--- src/rtl/button_debouncer.sv ---
// Push-button conditioner: flop-chain synchroniser followed by a counter-qualified
// 4-state debounce FSM driving registered active-low b_clean and b_busy.
module button_debouncer #(
  parameter int SYNC_STAGES     = 2,
  parameter int DEBOUNCE_CYCLES = 500000,
  parameter int CNT_WIDTH       = 19
) (
  input  logic clk,
  input  logic rst,
  input  logic b_raw,
  output logic b_clean,
  output logic b_busy
);

  typedef enum logic [1:0] {
    RELEASED = 2'b00,
    CHK_LOW  = 2'b01,
    PRESSED  = 2'b10,
    CHK_HIGH = 2'b11
  } state_t;

  localparam logic [CNT_WIDTH-1:0] CNT_LAST = CNT_WIDTH'(DEBOUNCE_CYCLES - 1);

  logic [SYNC_STAGES-1:0] sync_r;
  logic                   s;
  state_t                 state_r, state_nx;
  logic [CNT_WIDTH-1:0]   cnt_r, cnt_nx;
  logic                   clean_nx, busy_nx;

  // Synchroniser chain; idles high so reset looks like a released button
  always_ff @(posedge clk) begin
    if (!rst) begin
      sync_r <= '1;
    end else begin
      sync_r <= {sync_r[SYNC_STAGES-2:0], b_raw};
    end
  end

  assign s = sync_r[SYNC_STAGES-1];

  // State, counter and output registers
  always_ff @(posedge clk) begin
    if (!rst) begin
      state_r <= RELEASED;
      cnt_r   <= '0;
      b_clean <= 1'b1;
      b_busy  <= 1'b0;
    end else begin
      state_r <= state_nx;
      cnt_r   <= cnt_nx;
      b_clean <= clean_nx;
      b_busy  <= busy_nx;
    end
  end

  // Next-state and counter logic; the counter is cleared on every state exit
  always_comb begin
    state_nx = state_r;
    cnt_nx   = cnt_r;
    case (state_r)
      RELEASED: begin
        if (!s) begin
          state_nx = CHK_LOW;
          cnt_nx   = '0;
        end else begin
          state_nx = RELEASED;
        end
      end
      CHK_LOW: begin
        if (s) begin
          state_nx = RELEASED;
          cnt_nx   = '0;
        end else if (cnt_r == CNT_LAST) begin
          state_nx = PRESSED;
          cnt_nx   = '0;
        end else begin
          cnt_nx = cnt_r + CNT_WIDTH'(1);
        end
      end
      PRESSED: begin
        if (s) begin
          state_nx = CHK_HIGH;
          cnt_nx   = '0;
        end else begin
          state_nx = PRESSED;
        end
      end
      CHK_HIGH: begin
        if (!s) begin
          state_nx = PRESSED;
          cnt_nx   = '0;
        end else if (cnt_r == CNT_LAST) begin
          state_nx = RELEASED;
          cnt_nx   = '0;
        end else begin
          cnt_nx = cnt_r + CNT_WIDTH'(1);
        end
      end
      default: begin
        state_nx = RELEASED;
        cnt_nx   = '0;
      end
    endcase
  end

  // Outputs are decoded from the current state and registered one edge later
  always_comb begin
    clean_nx = 1'b1;
    busy_nx  = 1'b0;
    case (state_r)
      RELEASED: begin
        clean_nx = 1'b1;
        busy_nx  = 1'b0;
      end
      CHK_LOW: begin
        clean_nx = 1'b1;
        busy_nx  = 1'b1;
      end
      PRESSED: begin
        clean_nx = 1'b0;
        busy_nx  = 1'b0;
      end
      CHK_HIGH: begin
        clean_nx = 1'b0;
        busy_nx  = 1'b1;
      end
      default: begin
        clean_nx = 1'b1;
        busy_nx  = 1'b0;
      end
    endcase
  end

endmodule

--- config.mk ---
export PLATFORM = sky130hd
export DESIGN_NAME = button_debouncer
export DESIGN_NICKNAME = d
export VERILOG_FILES = /design/src/rtl/button_debouncer.sv
export SDC_FILE = /design/constraint.sdc
export NUM_CORES = 1
export LEC_CHECK = 0
export CORE_AREA = 10 10 65 67
export CTS_BUF_LIST = sky130_fd_sc_hd__clkbuf_8
export DETAILED_ROUTE_END_ITERATION = 7
export DIE_AREA = 0 0 75 77
export PLACE_DENSITY = 0.55
export SLEW_MARGIN = 40
export SYNTH_ARGS = -nofsm -noshare
export SYNTH_HDL_FRONTEND = slang
export SYNTH_SLANG_ARGS = --single-unit
--- constraint.sdc ---
create_clock -name clk -period 3.4 [get_ports clk]
set_input_delay 0.51 -clock clk [delete_from_list [all_inputs] [get_ports clk]]
set_output_delay 0.51 -clock clk [all_outputs]
set_load 0.005 [all_outputs]
== Word-level counts from Yosys, hierarchy flattened ==
Cells that the tools add are included.

* Register bits after elaboration: 25
* Output and inout bits: 2
* Bits in read-only memories: 0
* Memories: 0
* Latch bits: 0
* Input bits: 3
* Memory bits (writable): 0

* Eq/ne operators: 8
* Multipliers: 0
* Add/subtract/negate cells: 1
* $lt $le $gt $ge: 0
* Reduce and logical (&&, ||, !) cells: 7
* Div/mod/pow operators: 0
* Bitwise logic cells: 0
* Shifts and indexed selects: 0
* Mux-type cells: 15

{| class="wikitable"
|+ Operators by type and width
! kind !! count
|-
| 2-to-1 mux 19 bit || 5
|-
| case mux 19 bit (4 select lines) || 1
|-
| adder 19 x 1 -> 19 bit (second input constant) || 1
|-
| == test 19 bit (second input constant) || 1
|-
| 2-to-1 mux 2 bit || 4
|-
| case mux 2 bit (4 select lines) || 1
|-
| OR reduction 2 bit || 4
|-
| inequality test 3 bit (second input constant) || 2
|-
| == test 2 bit (second input constant) || 2
|-
| inequality test 2 bit (second input constant) || 2
|-
| case mux 1 bit (2 select lines) || 2
|-
| AND reduction 2 bit || 2
|-
| == test 2 x 1 -> 1 bit (second input constant) || 1
|-
| zero test 2 bit || 1
|-
| 2-to-1 mux 1 bit || 2
|}

== Logic depth before layout (Yosys ltp) ==
Gate-level depths: netlist of the first run.

* Depth in word-level cells: 4
* Mapped depth: 7
* Mapped depth without buffers: 6

== Worst setup path after synthesis of the first run ==
OpenSTA, ideal clock, no wires.

* Kind: reg-to-reg
* From: register cnt_r[9]
* To: register cnt_r[18]
* Stages on the path, launching flop included: 7
* Setup time: 0.115 ns
* Data required time: 3.285 ns
* Arrival: 1.524 ns
* Setup slack: 1.761 ns
* Cell sequence: dfxtp_1 > or4b_4 > nor3_2 > nand3_2 > o211ai_2 > buf_6 > nor2_1

* Cells in the longest elaborated chain, start to end: 4
* Elaborated cells between the ends (all ways): 6

{| class="wikitable"
|+ RTL lines
! item !! RTL line !! source
|-
| start: declaration || 27 || <nowiki>logic [CNT_WIDTH-1:0] cnt_r, cnt_nx;</nowiki>
|-
| start signal: assignment || 50 || <nowiki>cnt_r <= cnt_nx;</nowiki>
|-
| adder 19 x 1 -> 19 bit or == test 19 bit (tied branches) || -- ||
|-
| 2-to-1 mux 19 bit (*) || 73, 92 ||
|-
| 2-to-1 mux 19 bit, on equally long branches || 89, 70 ||
|-
| case mux 19 bit (4 select lines) (*) || 60 || <nowiki>case (state_r)</nowiki>
|}

Mark *: on every way between the ends. The rest lies on a longest branch, timed or not.
A chain may end at the register's enable or synchronous reset.

== Worst setup path after layout of the first run ==
* From: register cnt_r[9]
* To: register cnt_r[7]

* Cells in the longest elaborated chain, start to end: 4
* Elaborated cells between the ends (all ways): 5

{| class="wikitable"
|+ RTL lines
! item !! RTL line
|-
| == test 19 bit (*) || 73, 92
|-
| 2-to-1 mux 19 bit (*) || 73, 92
|-
| 2-to-1 mux 19 bit, on equally long branches || 89, 70
|-
| case mux 19 bit (4 select lines) (*) || 60
|}

Marks and branches as above.

==> run_results.csv, run 1 <==
group,metric,value,unit
run_status,status,"finished, final reports clean",
timing,setup_violations,0,
cts,htreeDepth,1,
timing,min_period,1820,ps
pwr,p_leak,0.438,nW
synth,syn_avg_cell_area,9.37,sq um
synth,synth_ff_type,"dfxtp_1",
setup_path,crit_family,"simple AND/OR/NAND/NOR gates",
setup_path,cp.arrival,1960,ps
cts,clkTransAtPathRegs,90,ps
synth,ys_warn_count,0,
timing,timing.final.ws_setup,1580,ps
global_route,gr-usage-met2,11.0,%
setup_path,cp_slowest_cell,"or4b_4",
final_layout,utilization,42.6,%
drt,first_pass_iters,2,
cts,cts_root_buf,"clkbuf_8",
setup_path,cp-end-kind,"flop",
global_route,grt.busiest_layer,"met2",
placement,place_ws,1420,ps
final_layout,fin_area,1270,sq um
final_layout,layout_commonest_cell,"dfxtp_1",
global_route,grt_util_all_layers,7.49,%
final_layout,register_area,500,sq um
setup_path,rr_worst_depth,5,
timing,drv_slew,0,
drt,drt_wl_total,2090,um
drt,vias_per_cell,5.35,
timing,fmax,0.549,GHz
drt,vias,867,
hold_path,whs_path_depth,1,
pwr,irDropWorstVdd,0.000155,V
die,io_pins,5,
synth,async_flop_share,0,%
cts,cts_buffers,3,
cts,cts_tree,"done",
setup_path,r2r_end,"cnt_r[7]",
setup_path,cp.depth,5,
drt,drcViolationCount,0,
pwr,power_density,379,nW/um^2
placement,buffer_ports.inserted,4,
timing,finalHoldViolCount,0,
global_route,grt_max_degree,17,
synth,synth_edf_count,0,
die,row_count,20,
setup_path,cp-start-kind,"flop",
drt,wl_per_cell,12.9,um
cts,cts_resized,0,
timing,setup-tns-final,0,ps
final_layout,nFillCells,293,
placement,post-dp-hpwl,1520,um
final_layout,nets,134,
timing,worst_pin_slew,653,ps
global_route,grt_pass1_vias,771,
setup_path,slowest_delay,570,ps
cts,clkSinkCount,25,
setup_path,critPathKind,"reg -> reg",
cts,cts_setup_buffers,0,
hold_path,holdPathEnd,"sync_r[1]",
timing,rsz0062_at_grt,"no",
setup_path,crit_chain,"or4b_4 -> nor3_2 -> nand3_2 -> o211ai_2 -> nor2_1",
synth,yosys-top-cells-area,"dfxtp_1 (43%), xor2_1 (9.0%), nor2_1 (5.8%), nand3_1 (5.2%), nand2_1 (3.6%)",
final_layout,multi_input_area,643,sq um
synth,ys_seq_area_share,43.1,%
cts,hold_buffers,0,
synth,synth_cells,124,
setup_path,crit_fanout,15,
final_layout,antenna_cells,0,
final_layout,drive_above_1_share,7.75,%
global_route,grt_use_met1,10.3,%
setup_path,rrSetupSlack,1580,ps
final_layout,syn2layout_area_growth,9.26,%
synth,ys_types,34,
global_route,gr-usage-met3,1.93,%
setup_path,critical_path_buf_inv_count,0,
final_layout,layout_common_cells,"dfxtp_1 (25), nor2_1 (18), nand3_1 (12), xor2_1 (12), nand2_1 (11)",
placement,place_area,1220,sq um
synth,synth_nets,128,
timing,clock_skew,6.30,ps
drt,drtIter0Drc,28,
timing,slew_headroom,56.4,%
drt,ant_nets,0,
hold_path,hp-start,"sync_r[0]",
hold_path,hp-class,"reg -> reg",
cts,cts_buffer_depth,2,
synth,ys_seq_elements,25,
placement,place.gp.congestion,0.793,
die,die-area,5780,sq um
cts,clock_latency,270,ps
global_route,grt_overflow,0,
die,die_y,77,um
timing,post-route-period-util,53.6,%
synth,synth_top_area_share,43.1,%
die,coreArea,2980,sq um
synth,syn-cell-area,1160,sq um
setup_path,critPathRequiredTime,3540,ps
global_route,antenna_found_initial,0,
die,initial_core_util,39.0,%
setup_path,reg2reg_from,"cnt_r[9]",
synth,yosysTopAreaCell,"dfxtp_1",
die,die_w,75,um
global_route,grt_pass1_wl,3550,um
job,drv_cap,0,
-- sequential cells by signal, summed over array words and instances (netlist names), named ones only --
signal / flops
cnt_r: 19
state_r: 1
b_clean: 1
b_busy: 1
sync_r: 2
-- report_power, final --
part | total, mW | switching [mW] | internal, mW
Clock | 0.171 | 0.0904 | 0.0807
Sequential | 0.295 | 0.000955 | 0.294
Combinational | 0.0146 | 0.00949 | 0.00512
-- worst max-delay path by stage --
stage / start / to
after detailed placement: rst / cnt_r[7]
after floorplan: cnt_r[9] / cnt_r[18]
after CTS: cnt_r[9] / cnt_r[7]
after global placement: rst / cnt_r[17]
final: cnt_r[9] / cnt_r[7]
after global routing: flop / cnt_r[7]
-- metal layers --
layer  wire length, um  share of wire, %
met5                 0                 0
met4                12              0.57
met3                31               1.5
met2               973                46
met1              1080                51
-- stage by stage --
step / total power, mW / instances / hold slack, ps
after global routing: 0.499 / 162 / 432
after floorplan: 0.313 / 124 / 384
after detailed placement: 0.317 / 158 / 397
final: 0.481 / 162 / 415
after global placement: 0.317 / 158 / 390
after CTS: 0.486 / 162 / 417
-- kinds of logic after synthesis --
logic type	share of synthesized area (%)
AO/OA/AOI/OAI	5.27
XOR/XNOR	12.1
adder cells (fa/ha/maj)	1.08
buffers and inverters	1.61
flip-flops	43.1
multiplexers	0.861
AND/OR/NAND/NOR	36.1
-- synth_stat cells, types with 2 or more instances --
master / number
nand4b_1: 4
nand3_1: 12
nand2_1: 11
nor4_1: 3
dfxtp_1: 25
xnor2_1: 4
nor3_1: 2
xor2_1: 12
clkbuf_1: 2
nor2_1: 18
nand2b_1: 3
nor2b_1: 2
nand4_1: 4
and3_1: 2
-- area by class of cell --
cell class,instances,area share (%)
tap,33,3.25
multi-input combinational,96,50.6
clock inverter,1,0.296
sequential,25,39.4
clock buffer,3,3.25
timing repair buffer,4,3.15
Power figures use the tool's default switching activity.
==> run 2, diff against run 1 <==
- clock period: 3.4 -> 1.75 ns (I/O delays scaled with it)
==> run 2 against run 1 <==
  * Sequential share of layout area shrank 3.2 points
  * Largest power group unchanged
  * Global-route usage rose by 1.0 points
  * Core utilization grew 3.8 points
  * Highest routed layer unchanged
==> run_results.csv, run 2 (same netlist as run 1, synthesis figures left out) <==
group,metric,value,unit
setup_path,cp-start-kind,"flop",
pwr,p_leak,0.513,nW
drt,drt_wl_total,2320,um
global_route,antenna_found_initial,0,
pwr,swShare,21.4,%
pwr,power_density,687,nW/um^2
setup_path,cp-end-kind,"flop",
cts,cts_root_buf,"clkbuf_8",
pwr,combPwrFrac,3.9,%
job,drv_cap,0,
hold_path,hp-class,"reg -> reg",
pwr,irDropWorstVdd,0.000398,V
timing,clock_skew,3.73,ps
setup_path,critical_path_buf_inv_count,1,
drt,wl_per_cell,13.2,um
setup_path,critPathRequiredTime,1920,ps
setup_path,crit_chain,"or4b_4 -> nor3_2 -> nand3_2 -> o211ai_2 -> buf_4 -> nor2_1",
timing,slew_headroom,56.3,%
placement,post-dp-hpwl,1820,um
setup_path,cp.arrival,1830,ps
cts,cts_buffer_depth,2,
cts,cts_tree,"done",
final_layout,largest-register,"cnt_r",
global_route,grt_pass1_vias,858,
final_layout,utilization,46.5,%
final_layout,top_regs,"cnt_r: 19 flops, sync_r: 2 flops",
global_route,grt_pass1_wl,3870,um
final_layout,nets,148,
timing,holdWs,420,ps
die,die_y,77,um
setup_path,critPathKind,"reg -> reg",
cts,clkTransAtPathRegs,90,ps
placement,buffer_ports.inserted,4,
pwr,seq_power_share,60.3,%
cts,cts_buffers,3,
final_layout,largest_register_ffs,19,
timing,min_period,1670,ps
timing,setup_violations,0,
cts,clock_latency,270,ps
timing,post-route-period-util,95.3,%
drt,drcViolationCount,0,
final_layout,layout_commonest_cell,"dfxtp_1",
final_layout,syn2layout_area_growth,19.1,%
timing,finalHoldViolCount,0,
drt,vias_per_cell,5.26,
drt,first_pass_iters,4,
die,io_pins,5,
drt,drtIter0Drc,43,
global_route,grt_util_all_layers,8.50,%
die,coreArea,2980,sq um
setup_path,cp_slowest_cell,"or4b_4",
pwr,intPower,0.748,mW
final_layout,drive_above_1_share,18.2,%
final_layout,layout_common_cells,"dfxtp_1 (25), nor2_1 (18), buf_4 (13)",
timing,worst_pin_slew,653,ps
cts,hold_buffers,0,
setup_path,slowest_delay,550,ps
pwr,pwr-share-clk,35.8,%
cts,cts_resized,0,
cts,clkSinkCount,25,
drt,vias,925,
global_route,grt_overflow,0,
die,initial_core_util,39.0,%
die,die_w,75,um
run_status,status,"finished, final reports clean",
die,die-area,5780,sq um
final_layout,antenna_cells,0,
die,row_count,20,
timing,drv_slew,0,
cts,htreeDepth,1,
drt,ant_nets,0,
timing,fmax,0.600,GHz
setup_path,crit_fanout,6,
placement,place.gp.congestion,0.778,
global_route,grt_max_degree,15,
setup_path,crit_family,"simple AND/OR/NAND/NOR gates",
timing,rsz0062_at_grt,"yes",
pwr,p_sw,0.203,mW
cts,cts_setup_buffers,0,
run 2: changes by cell type in the layout (fill, tap and decap cells not counted):
cell / change
or4b_4: +1
buf_6: +1
or4b_1: -1
buf_4: +13
clkinv_2: +1
inv_1: -1
run 2: through the flow:
stage / cells / total power, mW / setup slack [ps] / cell area, sq um / TNS, ps
global route: 176 / 0.986 / -28.5 / 1380 / -159
floorplan: 124 / 0.608 / 111 / 1160 / 0
detailed placement: 172 / 0.623 / 55.4 / 1330 / 0
finish: 176 / 0.951 / 82.1 / 1380 / 0
global placement: 172 / 0.623 / 81.4 / 1330 / 0
CTS: 176 / 0.971 / 39.6 / 1380 / 0
run 2: per-layer routing:
metal | global-route usage [%] | vias to the layer above | wire (um)
li1 | - | 478 | -
met1 | 10.9 | 435 | 1170
met2 | 12.5 | 6 | 1050
met3 | 1.93 | 6 | 42
met4 | 4.73 | 0 | 61
met5 | 0 | - | 0
run 2: worst reg2reg max path, cell delays in order, from the launching register on:
cell      delay, ps
dfxtp_1         330
or4b_4          550
nor3_2          230
nand3_2         120
o211ai_2        120
buf_4           180
nor2_1           50
run 2: power by group through the flow:
| stage | Sequential, mW | Combinational, mW | Clock (mW) |
|---|---|---|---|
| after floorplan | 0.587 | 0.0210 | 0 |
| after global placement | 0.587 | 0.0364 | 0 |
| after detailed placement | 0.587 | 0.0365 | 0 |
| after CTS | 0.574 | 0.0367 | 0.361 |
| after global routing | 0.574 | 0.0411 | 0.371 |
| final | 0.573 | 0.0374 | 0.340 |
run 2: path summary, 6_finish.rpt:
check,from,to,slack (ps),cells after the start
worst min register to register,sync_r[0],sync_r[1],420,1
worst min-delay path,sync_r[0],sync_r[1],420,1
worst max register to register,cnt_r[10],cnt_r[9],80,6
worst max-delay path,cnt_r[10],cnt_r[9],80,6
run 2: area by class of cell:
class,count,area [sq um]
fillers,299,1590
multi-input cells,96,647
flip-flops and latches,25,500
repair buffers,18,149
clock buffers,3,41.3
well taps,33,41.3
clock inverters,1,5.00
==> run 3, diff against run 2 <==
- PLACE_DENSITY: 0.55 -> 0.57
- clock period: 1.75 -> 1.4 ns (I/O delays scaled with it)
==> run 3 against run 2 <==
  * Non-clock buffer count is 27 higher
  * Wire length is 20% higher
  * Die area stayed put
  * Combinational power is 76% higher
  * Critical path type unchanged
  * Critical path depth is 1 lower
  * Core utilization is 9.9 points higher
  * Critical endpoint is now cnt_r[13]
  * Flip-flop and latch count stayed put
  * Largest power group unchanged
  * Worst hold slack better by 16 ps
  * Fmax is 1.2% higher
  * Largest cell class unchanged
  * The run now ends with setup timing left
  * Sequential power is 25% higher
==> run_results.csv, run 3 (same netlist as run 1, synthesis figures left out) <==
group,metric,value,unit
run_status,status,"complete, but fails checks",
run_status,violations,"setup timing",
die,initial_core_util,39.0,%
final_layout,antenna_cells,0,
drt,drt_wl_total,2790,um
timing,drv_slew,0,
placement,buffer_ports.inserted,4,
cts,cts_buffers,3,
timing,clock_skew,2.83,ps
timing,min_period,1650,ps
pwr,swShare,21.9,%
global_route,grt_pass1_vias,1034,
pwr,combPwrFrac,5.5,%
final_layout,nets,176,
setup_path,rr_worst_depth,5,
final_layout,top_regs,"cnt_r: 19 flops, sync_r: 2 flops",
pwr,power_density,717,nW/um^2
hold_path,whs_path_depth,1,
final_layout,nFillCells,272,
pwr,irDropWorstVdd,0.000409,V
timing,slew_headroom,71.0,%
drt,vias_per_cell,5.15,
setup_path,cp-start-kind,"flop",
global_route,antenna_found_initial,0,
global_route,grt_overflow,0,
cts,clkSinkCount,25,
die,row_count,20,
cts,clkTransAtPathRegs,80,ps
pwr,pwr-share-clk,35.0,%
cts,cts_root_buf,"clkbuf_8",
timing,timing.final.ws_setup,-249,ps
final_layout,syn2layout_area_growth,44.5,%
cts,clock_latency,270,ps
setup_path,cp-end-kind,"flop",
pwr,total_power,1.20,mW
setup_path,rrSetupSlack,-250,ps
drt,vias,1050,
setup_path,critPathRequiredTime,1550,ps
timing,setup_violations,19,
pwr,seq_power_share,59.5,%
setup_path,crit_path_start,"cnt_r[12]",
cts,cts_tree,"done",
drt,drcViolationCount,0,
pwr,p_sw,0.264,mW
pwr,p_leak,0.673,nW
die,die_w,75,um
cts,hold_buffers,0,
die,coreArea,2980,sq um
job,drv_cap,0,
final_layout,layout_common_cells,"buf_4 (37), dfxtp_1 (21), nor2_1 (18)",
drt,ant_nets,0,
setup_path,endpoint,"cnt_r[13]",
setup_path,cp.arrival,1800,ps
timing,worst_pin_slew,434,ps
timing,rsz0062_at_grt,"yes",
drt,drtIter0Drc,56,
timing,post-route-period-util,118,%
die,die-area,5780,sq um
die,die_y,77,um
cts,cts_buffer_depth,2,
timing,finalHoldViolCount,0,
hold_path,hp-class,"reg -> reg",
placement,place.gp.congestion,0.777,
die,io_pins,5,
cts,htreeDepth,1,
drt,wl_per_cell,13.7,um
global_route,grt_util_all_layers,10.2,%
final_layout,largest-register,"cnt_r",
final_layout,drive_above_1_share,37.4,%
setup_path,critPathKind,"reg -> reg",
setup_path,reg2reg_from,"cnt_r[12]",
global_route,grt_max_degree,14,
placement,post-dp-hpwl,1970,um
final_layout,utilization,56.4,%
setup_path,r2r_end,"cnt_r[13]",
global_route,grt_pass1_wl,4600,um
pwr,intPower,0.940,mW
final_layout,largest_register_ffs,19,
drt,first_pass_iters,4,
setup_path,crit_fanout,8,
final_layout,layout_commonest_cell,"buf_4",
timing,fmax,0.607,GHz
==> run 3: repair_timing <==
item | CTS | global route
buffers inserted | 0 | 2
pin swaps | 1 | 10
resized for setup | 9 | 8
gates cloned | 1 | 0
setup endpoints to repair | 20 | 21
==> run 3: worst min-delay path by stage <==
stage	startpoint	endpoint	slack (ps)
floorplan	rst	sync_r[0]	280
global placement	sync_r[0]	sync_r[1]	410
detailed placement	sync_r[0]	sync_r[1]	420
CTS	sync_r[0]	sync_r[1]	450
global route	sync_r[0]	sync_r[1]	460
finish	sync_r[0]	sync_r[1]	440
==> run 3: routing by layer <==
layer / part of all wire [%] / wire, um / GRT usage, % / vias to the layer above
met5: 0 / 0 / 0 / -
met4: 2.3 / 65 / 6.25 / 0
met3: 3.9 / 110 / 2.83 / 6
met2: 49 / 1360 / 16.3 / 15
met1: 45 / 1250 / 11.4 / 492
li1: - / - / - / 537
==> run 3: through the flow <==
| stage | hold WS (ps) | instance area (sq um) | TNS, ps | cells | setup slack [ps] |
|---|---|---|---|---|---|
| 3_3_place_gp | 406 | 1530 | -4170 | 197 | -251 |
| 6_report | 436 | 1680 | -4090 | 204 | -249 |
| 2_1_floorplan | 283 | 1180 | -2430 | 124 | -182 |
| 4_1_cts | 446 | 1620 | -4130 | 202 | -236 |
| 5_1_grt | 465 | 1680 | -5650 | 204 | -320 |
| 3_5_place_dp | 424 | 1530 | -3930 | 197 | -227 |
==> run 3: cell type report <==
cell class              count  area (sq um)  share of cell area [%]
well taps                  33          41.3                    2.46
flip-flops and latches     25           505                    30.1
clock inverters             1          3.75                   0.224
clock buffers               3          41.3                    2.46
multi-input cells          97           724                    43.1
repair buffers             45           363                    21.6
==> run 3: power by group through the flow <==
stage / logic, mW / clock network [mW] / registers [mW]
6_report: 0.0658 / 0.422 / 0.717
5_1_grt: 0.0695 / 0.465 / 0.718
4_1_cts: 0.0616 / 0.435 / 0.717
3_5_place_dp: 0.0538 / 0 / 0.734
3_3_place_gp: 0.0537 / 0 / 0.733
2_1_floorplan: 0.0291 / 0 / 0.733
==> run 3: critical path, cell delays in order, from the launching register on <==
cell and delay (ps):
dfxtp_2 330, or4b_4 570, nor3_4 210, nand3_4 140
o211ai_4 180, nor2_1 100
